===== config.mk =====
export PLATFORM = sky130hd
export DESIGN_NAME = instr_boot_loader
export DESIGN_NICKNAME = d
export VERILOG_FILES = /design/src/rtl/instr_boot_loader.sv
export SDC_FILE = /design/constraint.sdc
export NUM_CORES = 1
export LEC_CHECK = 0
export ABC_AREA = 1
export BUFFER_PORTS_ARGS = -buffer_cell sky130_fd_sc_hd__buf_4
export CAP_MARGIN = 0
export CORE_UTILIZATION = 42
export CTS_BUF_LIST = sky130_fd_sc_hd__clkbuf_16
export CTS_CLUSTER_DIAMETER = 40
export DETAILED_ROUTE_END_ITERATION = 16
export GPL_TIMING_DRIVEN = 0
export PLACE_DENSITY = 0.65
export RECOVER_POWER = 100
export SLEW_MARGIN = 5
export SYNTH_ARGS = -nofsm -noshare
export SYNTH_HDL_FRONTEND = slang
export SYNTH_SLANG_ARGS = --single-unit

===== constraint.sdc =====
create_clock -name clk -period 2.5 [get_ports clk]
set_clock_uncertainty 0.1 [all_clocks]
set_input_delay 0.75 -clock clk [delete_from_list [all_inputs] [get_ports clk]]
set_output_delay 0.75 -clock clk [all_outputs]
set_load 0.02 [all_outputs]

===== src/rtl/instr_boot_loader.sv =====
// Serial boot loader: receives a framed program over a byte stream,
// writes it into instruction memory and releases the core on a good checksum.
module instr_boot_loader #(
  parameter int         MAX_WORDS      = 256,
  parameter int         TIMEOUT_CYCLES = 1000000,
  parameter logic [7:0] SYNC_BYTE      = 8'hA5
) (
  input  logic        clk,
  input  logic        rst_n,
  input  logic        rx_valid,
  input  logic [7:0]  rx_data,
  output logic        imem_wr_en,
  output logic [31:0] imem_wr_addr,
  output logic [31:0] imem_wr_data,
  output logic        core_rst_n,
  output logic        boot_done,
  output logic        boot_err
);

  localparam int IW =
    (TIMEOUT_CYCLES < 2) ? 1 : $clog2(TIMEOUT_CYCLES + 1);
  localparam logic [IW-1:0] LP_TO_LAST = IW'(TIMEOUT_CYCLES - 1);
  localparam logic [16:0]   LP_MAX     = 17'(MAX_WORDS);

  typedef enum logic [2:0] {
    S_IDLE,
    S_LEN0,
    S_LEN1,
    S_DATA,
    S_CKSUM,
    S_DONE,
    S_ERROR
  } state_t;

  state_t        r_state;
  logic [15:0]   r_len;
  logic [1:0]    r_byte_cnt;
  logic [15:0]   r_word_idx;
  logic [31:0]   r_word;
  logic [7:0]    r_cksum;
  logic [IW-1:0] r_idle_cnt;
  logic          r_wr_en;
  logic [31:0]   r_wr_addr;
  logic [31:0]   r_wr_data;
  logic          r_core_rst_n;
  logic          r_boot_done;
  logic          r_boot_err;

  logic [15:0]   w_len;
  logic          w_len_bad;
  logic [31:0]   w_word;
  logic          w_last_word;
  logic          w_is_sync;
  logic          w_in_frame;
  logic          w_timeout;

  assign w_len       = {rx_data, r_len[7:0]};
  assign w_len_bad   = (w_len == 16'd0) || ({1'b0, w_len} > LP_MAX);
  assign w_word      = {rx_data, r_word[31:8]};
  assign w_last_word = (r_word_idx == (r_len - 16'd1));
  assign w_is_sync   = (rx_data == SYNC_BYTE);

  assign w_in_frame = (r_state == S_LEN0) || (r_state == S_LEN1) ||
                      (r_state == S_DATA) || (r_state == S_CKSUM);

  // An arriving byte always beats the timeout on the same cycle.
  assign w_timeout = !rx_valid && (r_idle_cnt == LP_TO_LAST);

  always_ff @(posedge clk) begin
    if (!rst_n) begin
      r_state      <= S_IDLE;
      r_len        <= '0;
      r_byte_cnt   <= '0;
      r_word_idx   <= '0;
      r_word       <= '0;
      r_cksum      <= '0;
      r_idle_cnt   <= '0;
      r_wr_en      <= 1'b0;
      r_wr_addr    <= '0;
      r_wr_data    <= '0;
      r_core_rst_n <= 1'b0;
      r_boot_done  <= 1'b0;
      r_boot_err   <= 1'b0;
    end else begin
      r_wr_en <= 1'b0;

      if (w_in_frame && !rx_valid)
        r_idle_cnt <= r_idle_cnt + IW'(1);
      else
        r_idle_cnt <= '0;

      if (w_in_frame && w_timeout) begin
        r_state    <= S_ERROR;
        r_boot_err <= 1'b1;
      end else if (rx_valid) begin
        unique case (r_state)
          S_IDLE, S_ERROR: begin
            if (w_is_sync) begin
              r_state    <= S_LEN0;
              r_len      <= '0;
              r_byte_cnt <= '0;
              r_word_idx <= '0;
              r_word     <= '0;
              r_cksum    <= '0;
              r_boot_err <= 1'b0;
            end
          end
          S_LEN0: begin
            r_len[7:0] <= rx_data;
            r_state    <= S_LEN1;
          end
          S_LEN1: begin
            r_len[15:8] <= rx_data;
            if (w_len_bad) begin
              r_state    <= S_ERROR;
              r_boot_err <= 1'b1;
            end else begin
              r_state <= S_DATA;
            end
          end
          S_DATA: begin
            r_cksum    <= r_cksum ^ rx_data;
            r_word     <= w_word;
            r_byte_cnt <= r_byte_cnt + 2'd1;
            if (r_byte_cnt == 2'd3) begin
              r_wr_en    <= 1'b1;
              r_wr_addr  <= {14'd0, r_word_idx, 2'b00};
              r_wr_data  <= w_word;
              r_word_idx <= r_word_idx + 16'd1;
              if (w_last_word)
                r_state <= S_CKSUM;
            end
          end
          S_CKSUM: begin
            if (rx_data == r_cksum) begin
              r_state      <= S_DONE;
              r_core_rst_n <= 1'b1;
              r_boot_done  <= 1'b1;
            end else begin
              r_state    <= S_ERROR;
              r_boot_err <= 1'b1;
            end
          end
          S_DONE: begin
          end
          default: begin
            r_state <= S_IDLE;
          end
        endcase
      end
    end
  end

  assign imem_wr_en   = r_wr_en;
  assign imem_wr_addr = r_wr_addr;
  assign imem_wr_data = r_wr_data;
  assign core_rst_n   = r_core_rst_n;
  assign boot_done    = r_boot_done;
  assign boot_err     = r_boot_err;

endmodule


======== Word-level counts from Yosys, hierarchy flattened ========
Index checks and enable logic that the tools add are counted.
word-level totals
  flip-flop bits (word level) ............. 148
  input port bits ......................... 11
  word-level logic and storage cells ...... 99
cells by class
  add/subtract/negate cells ............... 4
  $lt $le $gt $ge ......................... 1
  eq/ne operators ......................... 20
  mux-type cells .......................... 26
  bitwise operators ....................... 6
  reduce and logical (&&, ||, !) cells .... 28
operator list
  cell                                                                              number
  32-bit one-hot mux with 2 select lines                                            1
  8-bit one-hot mux with 2 select lines                                             3
  16-bit two-way mux                                                                2
  32-bit two-way mux                                                                1
  16-bit one-hot mux with 2 select lines                                            1
  20-bit by 1-bit adder with 20-bit output, second input constant                   1
  20-bit equality test, second input constant                                       1
  4-bit AND reduction                                                               5
  5-bit AND reduction                                                               4
  3-bit two-way mux                                                                 6
  3-bit one-hot mux with 6 select lines                                             1
  16-bit by 1-bit adder with 16-bit output, second input constant                   1
  16-bit equality test                                                              1
  16-bit by 9-bit greater-than comparator with 1-bit output, second input constant  1
  16-bit logical NOT                                                                1
  16-bit by 1-bit subtractor with 16-bit output, second input constant              1
  3-bit equality test, second input constant                                        3
  8-bit equality test                                                               1
  8-bit equality test, second input constant                                        1
  8-bit two-way mux                                                                 1
  2-bit nonzero test                                                                4
  8-bit XOR                                                                         1
  3-bit by 2-bit equality test with 1-bit output, second input constant             2
  1-bit two-way mux                                                                 6
  other kinds (20)                                                                  35

======== Logic depth before layout (Yosys ltp) ========
  depth after elaboration ................. 7
  mapped depth ............................ 17
  gate-level depth less buffers ........... 17

======== Least setup slack after synthesis ========
No wires, ideal clock.
  path type ............................... in2reg
  from .................................... input port rx_data[1]
  to ...................................... register r_word_idx[4]
  library setup time ...................... 124 ps
  arrival ................................. 2011 ps
  required time ........................... 2276 ps
  path slack .............................. 265 ps
  cell stages on the path ................. 11
  buffers on the path ..................... 2
  path through ............................ buf_2 > nor2_1 > nor3b_2 > nand2_1 > nand2_2 > nand2_4 > nor2_4 > inv_4 > o21ai_4 > buf_2 > nor3_1
between the ends
  longest elaborated chain between the ends .. 3
RTL lines
  item                                  line  text
  from (decl)                           11    input logic [7:0] rx_data,
  8-bit equality test                   61    assign w_is_sync = (rx_data == SYNC_BYTE);
  2-bit != test (no source line)        --
  5-bit AND reduction (no source line)  --
  to (signal assigned)                  129   r_word_idx <= r_word_idx + 16'd1;
  to (decl)                             38    logic [15:0] r_word_idx;
Every way passes these cells.
A chain may end at the register's enable or synchronous reset.

======== Worst setup path after layout ========
  from .................................... input port rx_data[6]
  to ...................................... register r_word_idx[6]
Same word-level chain as after synthesis.

==> impl_results.md <==
* # port buffers at just under 60
* Final worst path period share at 0.925
* Critical path cell sequence: buf_4 -> inv_1 -> nand2_1 -> nor3_1 -> nand2_1 -> nand2_1 -> nand2_4 -> nor2_4 -> inv_4 -> o21ai_2 -> buf_2 -> nor3_1
* Clock share of power at 0.396
* Fill count at about 1,600
* Hold Buf Count CTS at 0
* Clock-pin slew of the registers on the worst-case setup and hold paths at ~50 ps
* Area leader, netlist: dfxtp_1
* Cts repair resizes at 0
* Worst setup SP type: primary input
* Final max-slew violation count at 0
* Gr usage total at 0.220
* CP Data Required Time at approximately 2700 ps
* Chip height at 127 um
* Clock root buffer: clkbuf_16
* Number of global-route vias before repair at around 5,300
* Post-synthesis sequential area ratio at 0.429
* Share of cells above drive strength 1 at 0.0986
* Least-Margin Pin Slew at approximately 720 ps
* Achievable Freq at ~430 MHz
* Total clock buffers created by CTS at 17
* Average size of a mapped cell at about 7.3 um2
* CTS H-tree depth at 4
* Syn-to-layout area delta at 15.9%
* Crit-path max FO at 10
* Sw frac at 0.302
* Post-CTS Setup Inserts at 0
* Total gr overflow at 0
* Vias per cell at around 5
* IO Count at 79
* CTS tree: yes
* Largest net degree at the start of global routing at 17
* Util after Layout at 0.498
* Crit-path max cell delay at 320 ps
* FF/Latch Area at 2800 um2
* Rows at between 40 and 50
* Max-cap violations at 0
* EDFF count, synth at 0
* Endpoints failing hold at 0
* Antenna violation net count after detailed routing at 0
* Status: finished, final reports clean
* Multi-input combinational cell area at roughly 3100 um2
* Yosys top cell area share at 0.429
* Post-route cell area at roughly 7600 um2
* Post-synth top flop: dfxtp_1
* WP data arrival at roughly 2500 ps
* Leak at 0.00310 uW
* Synthesized instance count at around 900
* Flop pwr share at 0.422
* Clock sinks at 140
* Post-Place Cell Area at around 7300 um2
* Internal power at 4040 uW
* Crit path kind: in2reg
* Hold_ws at between 300 and 400 ps
* Total Wirelength at around 17 mm
* Unrepaired setup endpoints after global routing: false
* Post-synth top cells: 152 x nand2_1, 140 x dfxtp_1, 137 x nor2_1
* Tmin final at approximately 2300 ps
* DR DRC count at 0
* Initial DRC Count at between 300 and 400
* Antenna violations before repair at 0
* # diodes at 0
* Worst skew pair latency at 420 ps
* Largest cells by area after synthesis: dfxtp_1 43%, nand2_1 8.7%, nor2_1 7.9%, a21oi_1 6.1%, o21ai_0 4.9%
* Detailed Routing Iterations Pass 1 at 5
* VDD IR max at slightly below 0.6 mV
* Full die area at roughly 16,000 um2
* PwrDens at around 760 nW/um2
* Warning count from the yosys run at 0
* First-pass GRT wire length at roughly 27 mm
* Slew HR at 0.522
* Netlist cell types at 45
* Post-DP HPWL at ~12 mm
* Nets at roughly 1,000
* Psw at approximately 1700 uW
* CP Capture Type: flip-flop
* Slowest cell on the critical path: buf_2
* Top-count cell post-synth: nand2_1
* Critical path's most frequent cell: nand2_1
* Die X at between 100 and 150 um
* Hold Path Class: reg2reg
* Area of the core at 15,200 um2
* Initial Utilization at 0.430
* Count of final setup violators at 0
* Yosys reg bits at 140
* Max clock buf depth at 2
* Vias at 5,989
* Combinational power share at 0.183
* Final Wtd Congestion at between 0.8 and 0.9
* Fraction of registers with async set/reset at 0
* Syn Std Cell Area at 6530 um2
* DR WL/cell at 14.3 um
[per-layer routing]
metal  routed length, um  vias to the layer above  GRT usage
met1                8380                     2766      0.294
met5                   0                        -          0
met4                 269                        0     0.0644
li1                    -                     3074          -
met3                 708                       21     0.0439
met2                7740                      128      0.359
[flip-flops by register name, indices dropped and copies added, names as in the netlist]
signal / cells
r_cksum: 8
boot_err: 1
r_len: 16
boot_done: 1
imem_wr_data: 32
imem_wr_en: 1
r_word_idx: 16
imem_wr_addr: 16
r_idle_cnt: 20
r_state: 3
r_byte_cnt: 2
r_word: 24
[final timing paths]
path                                    start               end  slack (ps)  depth (start not counted)
worst max-delay path               rx_data[6]     r_word_idx[6]         190                         12
worst max register to register     r_state[1]  imem_wr_addr[17]         200                         10
worst min register to register  r_idle_cnt[0]     r_idle_cnt[0]         340                          1
worst min-delay path            r_idle_cnt[0]     r_idle_cnt[0]         340                          1
[power by group through the flow]
stage | registers (uW) | logic [uW] | clock network [uW]
after floorplan | 2470 | 841 | 0
after global placement | 2480 | 1080 | 0
after detailed placement | 2480 | 1090 | 0
after CTS | 2440 | 1100 | 2320
after global routing | 2450 | 1200 | 2420
final | 2440 | 1060 | 2290
[final cells by class]
cell class	count	area share
multi-input combinational	632	0.414
sequential	140	0.371
clock buffer	17	0.0562
inverter	85	0.0427
buffer	56	0.0389
timing repair buffer	59	0.0327
tap	188	0.0311
clock inverter	15	0.0144
[cell families after synthesis]
group,count (synthesis),synth area share
and+or+nand+nor,409,0.282
AOI/OAI and AO/OA,172,0.143
buffers and inverters,141,0.0950
DFF,140,0.429
xor gates and xnor gates,30,0.0402
adders and majority gates,5,0.00958
other,1,0.000574
[cells in the final DEF (no fill, tap or decap), types with 2 or more instances in the layout]
cell        instances
conb_1             16
clkinv_1            5
clkinvlp_4          3
or2_2               2
xnor2_1            11
clkbuf_1           74
or2_0               2
nand2_4             2
nor2_1            139
a211oi_1           18
o21a_1              3
ha_1                5
clkinv_2            5
nor3_1             27
clkbuf_16          17
buf_2               8
buf_4              24
nor4_1              3
nand2_2             2
nand2_1           153
a21oi_1            79
clkbuf_2            8
inv_1              76
nand3b_1            5
o21ai_0            65
inv_2               7
nand4_1            10
dfxtp_1           139
nand3_1            45
xor2_1             19
nor3b_1             2
o21bai_1            2
nor2_4              5
nor2_2              6
[through the flow]
step / setup TNS, ps / total power [uW] / instances / worst slack (ps)
6_report: 0 / 5780 / 1192 / 187
2_1_floorplan: 0 / 3310 / 913 / 265
3_5_place_dp: -5010 / 3570 / 1160 / -189
5_1_grt: 0 / 6070 / 1192 / 19.4
4_1_cts: 0 / 5850 / 1192 / 252
3_3_place_gp: -4770 / 3570 / 1160 / -182
[worst max-delay path, delay by kind of cell]
| family | cells | cell delay [ps] |
|---|---|---|
| AND/OR/NAND/NOR | 7 | 780 |
| buffers and inverters | 4 | 650 |
| AO/OA/AOI/OAI | 1 | 300 |
No activity file was read; power rests on OpenSTA's default activity.
